$ cat src/rtl/pw_trigger_seq_pkg.sv
// Shared types and constants for the multi-pulse trigger sequencer.
package pw_trigger_pkg;

  typedef enum logic [1:0] {
    IDLE  = 2'd0,
    ARMED = 2'd1,
    DELAY = 2'd2,
    PULSE = 2'd3
  } trig_state_e;

  localparam int unsigned MISSED_CNT_WIDTH = 8;

  function automatic logic is_busy(input trig_state_e s);
    return (s == DELAY) || (s == PULSE);
  endfunction

endpackage

$ cat src/rtl/pw_trigger_seq_if.sv
// Control/status bundle of pw_trigger_seq; O_missed_count exists only with
// TRIGGER_MISSED_COUNT_EN defined.
interface pw_trigger_seq_if #(
  parameter int unsigned pNUM_TRIGGERS        = 4,
  parameter int unsigned pTRIGGER_DELAY_WIDTH = 20,
  parameter int unsigned pTRIGGER_WIDTH_WIDTH = 17,
  parameter int unsigned pIDX_WIDTH           = (pNUM_TRIGGERS > 1) ? $clog2(pNUM_TRIGGERS) : 1
);
  import pw_trigger_pkg::*;

  logic                                             I_arm;
  logic                                             I_abort;
  logic                                             I_match;
  logic [pIDX_WIDTH:0]                              I_num_triggers;
  logic [pNUM_TRIGGERS*pTRIGGER_DELAY_WIDTH-1:0]    I_trigger_delay;
  logic [pNUM_TRIGGERS*pTRIGGER_WIDTH_WIDTH-1:0]    I_trigger_width;
  logic                                             O_trigger;
  logic                                             O_trigger_pulse;
  logic [pIDX_WIDTH-1:0]                            O_trigger_index;
  logic                                             O_armed;
  logic                                             O_busy;
  logic                                             O_done_pulse;
`ifdef TRIGGER_MISSED_COUNT_EN
  logic [MISSED_CNT_WIDTH-1:0]                      O_missed_count;

  modport master (
    output I_arm, I_abort, I_match, I_num_triggers, I_trigger_delay, I_trigger_width,
    input  O_trigger, O_trigger_pulse, O_trigger_index, O_armed, O_busy, O_done_pulse,
           O_missed_count
  );
  modport slave (
    input  I_arm, I_abort, I_match, I_num_triggers, I_trigger_delay, I_trigger_width,
    output O_trigger, O_trigger_pulse, O_trigger_index, O_armed, O_busy, O_done_pulse,
           O_missed_count
  );
`else
  modport master (
    output I_arm, I_abort, I_match, I_num_triggers, I_trigger_delay, I_trigger_width,
    input  O_trigger, O_trigger_pulse, O_trigger_index, O_armed, O_busy, O_done_pulse
  );
  modport slave (
    input  I_arm, I_abort, I_match, I_num_triggers, I_trigger_delay, I_trigger_width,
    output O_trigger, O_trigger_pulse, O_trigger_index, O_armed, O_busy, O_done_pulse
  );
`endif

endinterface

$ cat src/rtl/pw_trigger_seq_sat_counter.sv
// Saturating up-counter with synchronous clear (clear has priority).
module pw_sat_counter
  import pw_trigger_pkg::*;
#(
  parameter int unsigned pWIDTH = MISSED_CNT_WIDTH
) (
  input  logic              clk,
  input  logic              rst_n,
  input  logic              clr_i,
  input  logic              inc_i,
  output logic [pWIDTH-1:0] count_o
);

  logic [pWIDTH-1:0] count_q, count_d;

  always_comb begin
    count_d = count_q;
    if (clr_i) begin
      count_d = '0;
    end else if (inc_i && (count_q != '1)) begin
      count_d = count_q + pWIDTH'(1);
    end
  end

  always_ff @(posedge clk or negedge rst_n) begin
    if (!rst_n) count_q <= '0;
    else        count_q <= count_d;
  end

  assign count_o = count_q;

endmodule

$ cat src/rtl/pw_trigger_seq.sv
// Multi-pulse trigger sequencer: after one match, emits up to pNUM_TRIGGERS
// delayed pulses. TRIGGER_MISSED_COUNT_EN adds a saturating missed-match counter.
module pw_trigger_seq
  import pw_trigger_pkg::*;
#(
  parameter int unsigned pNUM_TRIGGERS        = 4,
  parameter int unsigned pTRIGGER_DELAY_WIDTH = 20,
  parameter int unsigned pTRIGGER_WIDTH_WIDTH = 17,
  parameter int unsigned pIDX_WIDTH           = (pNUM_TRIGGERS > 1) ? $clog2(pNUM_TRIGGERS) : 1
) (
  input logic             trigger_clk,
  input logic             reset_n,
  pw_trigger_seq_if.slave bus
);

  localparam int unsigned DW = pTRIGGER_DELAY_WIDTH;
  localparam int unsigned WW = pTRIGGER_WIDTH_WIDTH;
  localparam int unsigned CW = pIDX_WIDTH + 1;

  trig_state_e                   state_q, state_d;
  logic [pIDX_WIDTH-1:0]         idx_q, idx_d;
  logic [pNUM_TRIGGERS*DW-1:0]   delay_cfg_q, delay_cfg_d;
  logic [pNUM_TRIGGERS*WW-1:0]   width_cfg_q, width_cfg_d;
  logic [CW-1:0]                 count_q, count_d, count_in;
  logic [DW-1:0]                 dcnt_q, dcnt_d, cur_delay, delay_eff;
  logic [WW-1:0]                 wcnt_q, wcnt_d, cur_width, width_eff;
  logic                          trig_q, trig_d, pulse_q, pulse_d, done_q, done_d;
  logic                          arm_accept, busy, last_pulse;

  // Requested count clamped into 1..pNUM_TRIGGERS before it is snapshotted.
  always_comb begin
    count_in = bus.I_num_triggers;
    if (bus.I_num_triggers == '0) begin
      count_in = CW'(1);
    end else if (bus.I_num_triggers > CW'(pNUM_TRIGGERS)) begin
      count_in = CW'(pNUM_TRIGGERS);
    end
  end

  // Only pulses after the first ever see the DELAY state with a zero field,
  // so forcing the minimum to 1 here keeps D0 = 0 handled by ARMED.
  assign cur_delay  = delay_cfg_q[idx_q*DW +: DW];
  assign cur_width  = width_cfg_q[idx_q*WW +: WW];
  assign delay_eff  = (cur_delay == '0) ? DW'(1) : cur_delay;
  assign width_eff  = (cur_width == '0) ? WW'(1) : cur_width;
  assign last_pulse = (CW'(idx_q) + CW'(1)) >= count_q;
  assign busy       = is_busy(state_q);
  assign arm_accept = (state_q == IDLE) && bus.I_arm && !bus.I_abort;

  always_comb begin
    state_d     = state_q;
    idx_d       = idx_q;
    delay_cfg_d = delay_cfg_q;
    width_cfg_d = width_cfg_q;
    count_d     = count_q;
    dcnt_d      = dcnt_q;
    wcnt_d      = wcnt_q;
    done_d      = 1'b0;

    if (bus.I_abort) begin
      state_d = IDLE;
    end else begin
      case (state_q)
        IDLE: begin
          if (arm_accept) begin
            state_d     = ARMED;
            idx_d       = '0;
            delay_cfg_d = bus.I_trigger_delay;
            width_cfg_d = bus.I_trigger_width;
            count_d     = count_in;
          end
        end
        ARMED: begin
          if (bus.I_match) begin
            idx_d   = '0;
            dcnt_d  = '0;
            wcnt_d  = '0;
            state_d = (delay_cfg_q[DW-1:0] == '0) ? PULSE : DELAY;
          end
        end
        DELAY: begin
          if (dcnt_q == delay_eff - DW'(1)) begin
            state_d = PULSE;
            wcnt_d  = '0;
          end else begin
            dcnt_d = dcnt_q + DW'(1);
          end
        end
        PULSE: begin
          if (wcnt_q == width_eff - WW'(1)) begin
            if (last_pulse) begin
              state_d = IDLE;
              done_d  = 1'b1;
            end else begin
              state_d = DELAY;
              idx_d   = idx_q + pIDX_WIDTH'(1);
              dcnt_d  = '0;
            end
          end else begin
            wcnt_d = wcnt_q + WW'(1);
          end
        end
      endcase
    end

    // Consecutive pulses are always separated by DELAY, so entering PULSE
    // marks exactly the first high cycle.
    trig_d  = (state_d == PULSE);
    pulse_d = (state_d == PULSE) && (state_q != PULSE);
  end

  always_ff @(posedge trigger_clk or negedge reset_n) begin
    if (!reset_n) begin
      state_q     <= IDLE;
      idx_q       <= '0;
      delay_cfg_q <= '0;
      width_cfg_q <= '0;
      count_q     <= '0;
      dcnt_q      <= '0;
      wcnt_q      <= '0;
      trig_q      <= 1'b0;
      pulse_q     <= 1'b0;
      done_q      <= 1'b0;
    end else begin
      state_q     <= state_d;
      idx_q       <= idx_d;
      delay_cfg_q <= delay_cfg_d;
      width_cfg_q <= width_cfg_d;
      count_q     <= count_d;
      dcnt_q      <= dcnt_d;
      wcnt_q      <= wcnt_d;
      trig_q      <= trig_d;
      pulse_q     <= pulse_d;
      done_q      <= done_d;
    end
  end

  assign bus.O_trigger       = trig_q;
  assign bus.O_trigger_pulse = pulse_q;
  assign bus.O_trigger_index = idx_q;
  assign bus.O_armed         = (state_q == ARMED);
  assign bus.O_busy          = busy;
  assign bus.O_done_pulse    = done_q;

`ifdef TRIGGER_MISSED_COUNT_EN
  pw_sat_counter #(
    .pWIDTH(MISSED_CNT_WIDTH)
  ) u_missed_cnt (
    .clk    (trigger_clk),
    .rst_n  (reset_n),
    .clr_i  (arm_accept),
    .inc_i  (bus.I_match && busy),
    .count_o(bus.O_missed_count)
  );
`endif

endmodule

$ cat src/flat_wrapper.sv
// flat-port wrapper written by rule: the top's interface ports become plain ports
module pw_trigger_seq_flat import pw_trigger_pkg::*;
#(
  parameter int unsigned pNUM_TRIGGERS        = 4,
  parameter int unsigned pTRIGGER_DELAY_WIDTH = 20,
  parameter int unsigned pTRIGGER_WIDTH_WIDTH = 17,
  parameter int unsigned pIDX_WIDTH           = (pNUM_TRIGGERS > 1) ? $clog2(pNUM_TRIGGERS) : 1
)
  (trigger_clk, reset_n, bus_I_arm, bus_I_abort, bus_I_match, bus_I_num_triggers, bus_I_trigger_delay, bus_I_trigger_width, bus_O_trigger, bus_O_trigger_pulse, bus_O_trigger_index, bus_O_armed, bus_O_busy, bus_O_done_pulse);
  pw_trigger_seq_if #(.pNUM_TRIGGERS(pNUM_TRIGGERS), .pTRIGGER_DELAY_WIDTH(pTRIGGER_DELAY_WIDTH), .pTRIGGER_WIDTH_WIDTH(pTRIGGER_WIDTH_WIDTH), .pIDX_WIDTH(pIDX_WIDTH)) bus_i ();
  input logic trigger_clk;
  input logic reset_n;
  input wire logic [$bits(bus_i.I_arm)-1:0] bus_I_arm;
  input wire logic [$bits(bus_i.I_abort)-1:0] bus_I_abort;
  input wire logic [$bits(bus_i.I_match)-1:0] bus_I_match;
  input wire logic [$bits(bus_i.I_num_triggers)-1:0] bus_I_num_triggers;
  input wire logic [$bits(bus_i.I_trigger_delay)-1:0] bus_I_trigger_delay;
  input wire logic [$bits(bus_i.I_trigger_width)-1:0] bus_I_trigger_width;
  output wire logic [$bits(bus_i.O_trigger)-1:0] bus_O_trigger;
  output wire logic [$bits(bus_i.O_trigger_pulse)-1:0] bus_O_trigger_pulse;
  output wire logic [$bits(bus_i.O_trigger_index)-1:0] bus_O_trigger_index;
  output wire logic [$bits(bus_i.O_armed)-1:0] bus_O_armed;
  output wire logic [$bits(bus_i.O_busy)-1:0] bus_O_busy;
  output wire logic [$bits(bus_i.O_done_pulse)-1:0] bus_O_done_pulse;
  assign bus_i.I_arm = bus_I_arm;
  assign bus_i.I_abort = bus_I_abort;
  assign bus_i.I_match = bus_I_match;
  assign bus_i.I_num_triggers = bus_I_num_triggers;
  assign bus_i.I_trigger_delay = bus_I_trigger_delay;
  assign bus_i.I_trigger_width = bus_I_trigger_width;
  assign bus_O_trigger = bus_i.O_trigger;
  assign bus_O_trigger_pulse = bus_i.O_trigger_pulse;
  assign bus_O_trigger_index = bus_i.O_trigger_index;
  assign bus_O_armed = bus_i.O_armed;
  assign bus_O_busy = bus_i.O_busy;
  assign bus_O_done_pulse = bus_i.O_done_pulse;
  pw_trigger_seq #(.pNUM_TRIGGERS(pNUM_TRIGGERS), .pTRIGGER_DELAY_WIDTH(pTRIGGER_DELAY_WIDTH), .pTRIGGER_WIDTH_WIDTH(pTRIGGER_WIDTH_WIDTH), .pIDX_WIDTH(pIDX_WIDTH)) u_core (.trigger_clk(trigger_clk), .reset_n(reset_n), .bus(bus_i));
endmodule
$ cat config.mk
export PLATFORM = sky130hd
export DESIGN_NAME = pw_trigger_seq_flat
export DESIGN_NICKNAME = d
export VERILOG_FILES = /design/src/rtl/pw_trigger_seq_pkg.sv /design/src/rtl/pw_trigger_seq_if.sv /design/src/rtl/pw_trigger_seq_sat_counter.sv /design/src/rtl/pw_trigger_seq.sv /design/src/flat_wrapper.sv
export SDC_FILE = /design/constraint.sdc
export NUM_CORES = 1
export LEC_CHECK = 0
export CAP_MARGIN = 30
export CELL_PAD_IN_SITES_DETAIL_PLACEMENT = 1
export CELL_PAD_IN_SITES_GLOBAL_PLACEMENT = 1
export CORE_MARGIN = 3
export CORE_UTILIZATION = 30
export CTS_BUF_LIST = sky130_fd_sc_hd__clkbuf_4 sky130_fd_sc_hd__clkbuf_8
export DETAILED_ROUTE_END_ITERATION = 10
export DONT_BUFFER_PORTS = 1
export PLACE_DENSITY = 0.54
export SYNTH_ARGS = -nofsm -noshare
export SYNTH_HDL_FRONTEND = slang
export SYNTH_HIERARCHICAL = 1
export SYNTH_SLANG_ARGS = --single-unit
$ cat constraint.sdc
create_clock -name trigger_clk -period 5.9 [get_ports trigger_clk]
set_input_delay 1.18 -clock trigger_clk [delete_from_list [all_inputs] [get_ports trigger_clk]]
set_output_delay 1.18 -clock trigger_clk [all_outputs]
set_load 0.1 [all_outputs]
# == After elaboration in Yosys (flattened, before gate mapping) ==
# Cells that the tools add are included.
# totals
reg_bits,195
inputBits,156
output_inout_bits,7
wordCells,83
# classes
n_addsub,6
mul,2
magnitude_cmp,2
n_eq_ne,14
shifts,2
muxes,30
bitwise,1
reduce_logical,16
# op_table
operator,n
20-bit two-way mux,5
80-bit by 8-bit indexed part select with 20-bit output,1
17-bit two-way mux,4
68-bit by 8-bit indexed part select with 17-bit output,1
20-bit case mux with 3 select lines,1
17-bit case mux with 3 select lines,1
20-bit zero test,2
"20-bit by 1-bit adder with 20-bit output, second input constant",1
20-bit equality test,1
2-bit two-way mux,10
"20-bit by 1-bit subtractor with 20-bit output, second input constant",1
"17-bit by 1-bit adder with 17-bit output, second input constant",1
17-bit equality test,1
17-bit zero test,1
"17-bit by 1-bit subtractor with 17-bit output, second input constant",1
"2-bit inequality test, second input constant",7
6-bit AND reduction,2
2-bit case mux with 4 select lines,1
"2-bit by 5-bit multiplier with 7-bit output, second input constant",1
"2-bit equality test, second input constant",3
3-bit two-way mux,2
2-bit case mux with 3 select lines,1
3-bit nonzero test,2
"2-bit by 3-bit multiplier with 5-bit output, second input constant",1
other kinds (15),21

# == Logic depth before layout (Yosys ltp) ==
# logic_depth
depth_word,11
depth_mapped,21
depth_no_buf,15

# == Least setup slack after synthesis ==
# Ideal clock, no wire load.
# synth_path
path_kind,register -> register
from,"register u_core.idx_q[1], in the netlist u_core/bus.O_trigger_index[1]"
to,register u_core.wcnt_q[13]
setup_time_ns,0.079
t_arrival_ns,5.502
required_time_ns,5.821
setup_slack_ns,0.318
stages_incl_launch_ff,21
path_buffers,5
synth_period_minus_slack_ns,5.582
path_cell_list,dfrtp_1 buf_2 buf_6 buf_2 buf_2 mux4_2 inv_1 and4_1 a31oi_1 ha_1 inv_1 or4_1 a2111oi_4 nor3b_1 xnor2_1 nand4b_1 nor4_2 nand4b_1 buf_4 a2111oi_4 mux2i_1
# synth_between
elab_chain_cells,8
elab_cells_between_ends,15
classes_between,add/sub (2); mul (2); eq/ne (4); shift (2); mux (2); reduce/logical (3)
# synth_rtl
item,line,source
"start, declared",pw_trigger_seq.sv:21,"logic [pIDX_WIDTH-1:0] idx_q, idx_d;"
"start signal, assigned",pw_trigger_seq.sv:126,idx_q <= idx_d;
2-bit by 5-bit multiplier with 7-bit output / 2-bit by 3-bit multiplier with 5-bit output (equally long branches),"pw_trigger_seq.sv:43, pw_trigger_seq.sv:42",
68-bit by 8-bit indexed part select with 17-bit output / 80-bit by 8-bit indexed part select with 20-bit output (equally long branches),"pw_trigger_seq.sv:43, pw_trigger_seq.sv:42",
17-bit zero test / 20-bit zero test (equally long branches),"pw_trigger_seq.sv:45, pw_trigger_seq.sv:44",
17-bit two-way mux / 20-bit two-way mux (equally long branches),"pw_trigger_seq.sv:45, pw_trigger_seq.sv:44",
17-bit by 1-bit subtractor with 17-bit output / 20-bit by 1-bit subtractor with 20-bit output (equally long branches),"pw_trigger_seq.sv:90, pw_trigger_seq.sv:82",
17-bit equality test / 20-bit equality test (equally long branches),"pw_trigger_seq.sv:90, pw_trigger_seq.sv:82",
2-bit inequality test (no source line),n/a,
5-bit AND reduction (no source line) (*),n/a,
"end signal, assigned",pw_trigger_seq.sv:131,wcnt_q <= wcnt_d;
"end, declared",pw_trigger_seq.sv:26,"logic [WW-1:0] wcnt_q, wcnt_d, cur_width, width_eff;"
# Every way passes the cells marked *; elsewhere a longest branch is shown, timed or not.
# A chain may end at the register's enable or synchronous reset.

# == Worst setup path in the final report ==
# layout_path
from,"register u_core.idx_q[0], in the netlist u_core/bus.O_trigger_index[0]"
to,register u_core.wcnt_q[14]
# Same word-level chain as after synthesis.

==> summary.md <==
| Metric | Value |
|---|---|
| Status | `finished, final reports clean` |
| Largest net degree at the start of global routing | `approximately 200` |
| Post-DP HPWL | `between 20 and 25 mm` |
| IO Port Bufs | `0` |
| Die Ht | `about 200 um` |
| Post-CTS Hold Fix Bufs | `0` |
| Ys async rst share | `1.000` |
| Pins Over Slew Limit | `0` |
| H-tree depth | `4` |
| Final Hold Viols | `0` |
| Pwr/cell area | `about 340 mW/mm^2` |
| Clk_skew | `~0.02 ns` |
| Count of state elements after synthesis | `between 150 and 200` |
| DRC | `0` |
| Main synth FF type | `dfrtp_1` |
| Clk buf depth | `2` |
| Core ar. | `0.03583 mm^2` |
| Crit path required time | `6.29 ns` |
| Critical path type | `reg -> reg` |
| Synth Net Count | `1083` |
| Inst Count DP | `roughly 1300` |
| Worst skew pair latency | `0.48 ns` |
| P&R area growth vs syn | `8.807%` |
| Syn Area/Cell | `11.95 um^2` |
| Global-route usage over all layers | `0.1567` |
| R2R cell count | `14` |
| Final Non-Filler Cells | `1381` |
| Count leader, synth | `dfrtp_1` |
| DP Area | `0.01144 mm^2` |
| Area contributors post-synth | `dfrtp_1, mux2_2, mux4_2, xnor2_1, nand3_1` |
| FMAX | `between 0.15 and 0.2 GHz` |
| Worst Path Max Fanout | `16` |
| Initial Util | `0.3065` |
| Drt first pass iters | `4` |
| Share of cells above drive strength 1 | `0.2969` |
| Routability cong. | `0.7967` |
| Synth top area share | `0.4443` |
| Register area share after synthesis | `0.4443` |
| CTS tree | `built` |
| Initial antenna violation count | `11` |
| Root Driver | `clkbuf_8` |
| Max-cap violations | `0` |
| Worst rel slew slack | `0.3658` |
| Unrepaired setup endpoints after global routing | `false` |
| Syn Inst Count | `around 920` |
| Vias per std cell | `5.415` |
| Number of synthesized flops with an enable pin | `0` |
| Final Cycle Share | `0.9175` |
| Tmin final | `5.413 ns` |
| Worst Tran Pin Value | `0.9512 ns` |
| Worst setup SP type | `flop` |
| Cell taking the most area after synthesis | `dfrtp_1` |
| Final setup fails | `0` |
| Total number of vias | `7478` |
| Num CTS Buffers | `17` |
| Row count | `69` |
| Setup TNS | `0 ns` |
| CP Capture Type | `flop` |
| Peak supply drop | `170.7 uV` |
| CP arrival | `5.80 ns` |
| Min-delay worst type | `in -> async` |
| Clock sinks | `195` |
| Fin nets | `roughly 1100` |
| Initial drt markers | `roughly 420` |
| Die Span X | `around 200 um` |
| Total routed wirelength | `30.64 mm` |
| # IOs | `roughly 160` |
| Leak Pwr | `0.004529 uW` |
| Vias in the first global route | `7830` |
| Die area | `0.03894 mm^2` |
| Synth warnings | `6` |
| Cell Area, Synth | `approximately 0.011 mm^2` |
| Reg2Reg Setup Slack | `0.49 ns` |
| Clock slew at reported path FFs | `0.12 ns` |
| First-pass GRT wire length | `47.47 mm` |
| DRT antenna net count | `0` |
| Congestion Overflow GR | `0` |
| Post-synth top cells | `dfrtp_1, mux2_2, nand2_1` |
| Design area | `0.01195 mm^2` |
| Avg WL per Cell | `22.18 um` |
| Netlist cell types | `68` |
==> worst paths after layout <==
check,startpoint,endpoint
max,u_core/bus.O_trigger_index[0]$_DFFE_PN0P_,u_core/wcnt_q[14]$_DFFE_PN0P_
min reg2reg,u_core/delay_cfg_q[56]$_DFFE_PN0P_,u_core/delay_cfg_q[56]$_DFFE_PN0P_
max reg2reg,u_core/bus.O_trigger_index[0]$_DFFE_PN0P_,u_core/wcnt_q[14]$_DFFE_PN0P_
min in group trigger_clk,u_core/delay_cfg_q[56]$_DFFE_PN0P_,u_core/delay_cfg_q[56]$_DFFE_PN0P_
min,reset_n,u_core/dcnt_q[15]$_DFFE_PN0P_
max in group asynchronous,reset_n,u_core/width_cfg_q[60]$_DFFE_PN0P_
==> metal layers <==
| metal | vias to the layer above | global-route usage | part of all wire | wire, um |
|---|---|---|---|---|
| met2 | 126 | 0.2322 | 0.45 | 13640 |
| met3 | 29 | 0.04639 | 0.054 | 1660 |
| met5 | - | 0 | 0.0031 | 95 |
| met4 | 16 | 0.03247 | 0.0096 | 293 |
| li1 | 3425 | - | - | - |
| met1 | 3882 | 0.2284 | 0.49 | 14950 |
==> cells by family after synthesis <==
family                     synth area share
buffers and inverters               0.03053
and+or+nand+nor                      0.1546
AOI/OAI and AO/OA                   0.07554
muxes                                0.2564
adders and majority gates          0.009115
DFF                                  0.4443
xor gates and xnor gates            0.02951
==> cell usage in the layout (no fill, tap or decap), drive strengths merged, types with 5 or more instances in the layout <==
| cell type | Yosys | routed |
|---|---|---|
| a211oi | 10 | 10 |
| a21o | 5 | 5 |
| a21oi | 21 | 21 |
| a31oi | 11 | 11 |
| and2 | 7 | 7 |
| and3 | 21 | 21 |
| buf | 20 | 15 |
| clkbuf | 30 | 17 |
| dfrtp | 195 | 195 |
| ha | 8 | 8 |
| inv | 21 | 28 |
| mux2 | 158 | 158 |
| mux2i | 18 | 18 |
| mux4 | 38 | 38 |
| nand2 | 41 | 41 |
| nand2b | 10 | 10 |
| nand3 | 40 | 40 |
| nand3b | 11 | 11 |
| nand4 | 10 | 10 |
| nand4b | 5 | 5 |
| nor2 | 38 | 38 |
| nor2b | 6 | 6 |
| nor3 | 29 | 29 |
| nor3b | 17 | 17 |
| nor4 | 21 | 21 |
| o21ai | 23 | 23 |
| o22a | 17 | 17 |
| or3 | 5 | 5 |
| xnor2 | 29 | 29 |
| xor2 | 8 | 8 |
==> report_power, final <==
group	leakage [uW]	internal, uW	switching (uW)
Clock	0.000235	485	561
Combinational	0.00192	563	543
Sequential	0.00238	1630	227
==> flip-flops by register name, summed over array words and instances (netlist names) <==
signal	flops
u_core/delay_cfg_q	80
u_core/width_cfg_q	68
u_core/dcnt_q	20
u_core/wcnt_q	17
u_core/count_q	3
u_core/bus.O_trigger_index	2
u_core/state_q	2
u_core/bus.O_done_pulse	1
u_core/bus.O_trigger	1
u_core/bus.O_trigger_pulse	1
==> area by class of cell <==
cell class | instances | area (um^2)
multi-input combinational | 653 | 5777
inverter | 21 | 78.83
tap | 461 | 576.8
antenna | 4 | 10.01
sequential | 195 | 4887
clock inverter | 15 | 240.2
clock buffer | 17 | 234.0
fill | 3870 | 23880
timing repair buffer | 15 | 145.1
==> what timing repair did <==
| action | 4_1_cts | 5_1_grt |
|---|---|---|
| resized for setup | 0 | 0 |
| buffers inserted | 0 | 1 |
| endpoints found under the setup margin | 0 | 29 |
==> metrics by stage <==
stage	setup slack [ns]	hold WS [ns]	util	power [uW]
global placement	0.3606	0.4849	0.3190	2960
detailed placement	0.3027	0.4925	0.3194	2990
floorplan	0.3182	0.4752	-	2691
CTS	0.2330	0.3461	0.3327	4059
finish	0.4869	0.3906	0.3335	4008
global route	0.02051	0.3452	0.3334	4257
==> worst max-delay path, stage by stage, from the launching register on <==
cell	delay, ns
dfrtp_4	0.72
buf_4	0.46
mux4_2	0.61
or4_1	0.70
and4b_1	0.43
a21oi_1	0.11
ha_1	0.28
xor2_1	0.19
xnor2_1	0.13
and3_1	0.18
nand3_1	0.10
nor4b_1	0.39
a21o_1	0.58
a211oi_1	0.16
a211oi_1	0.25
(Power assumes the default switching activity.)
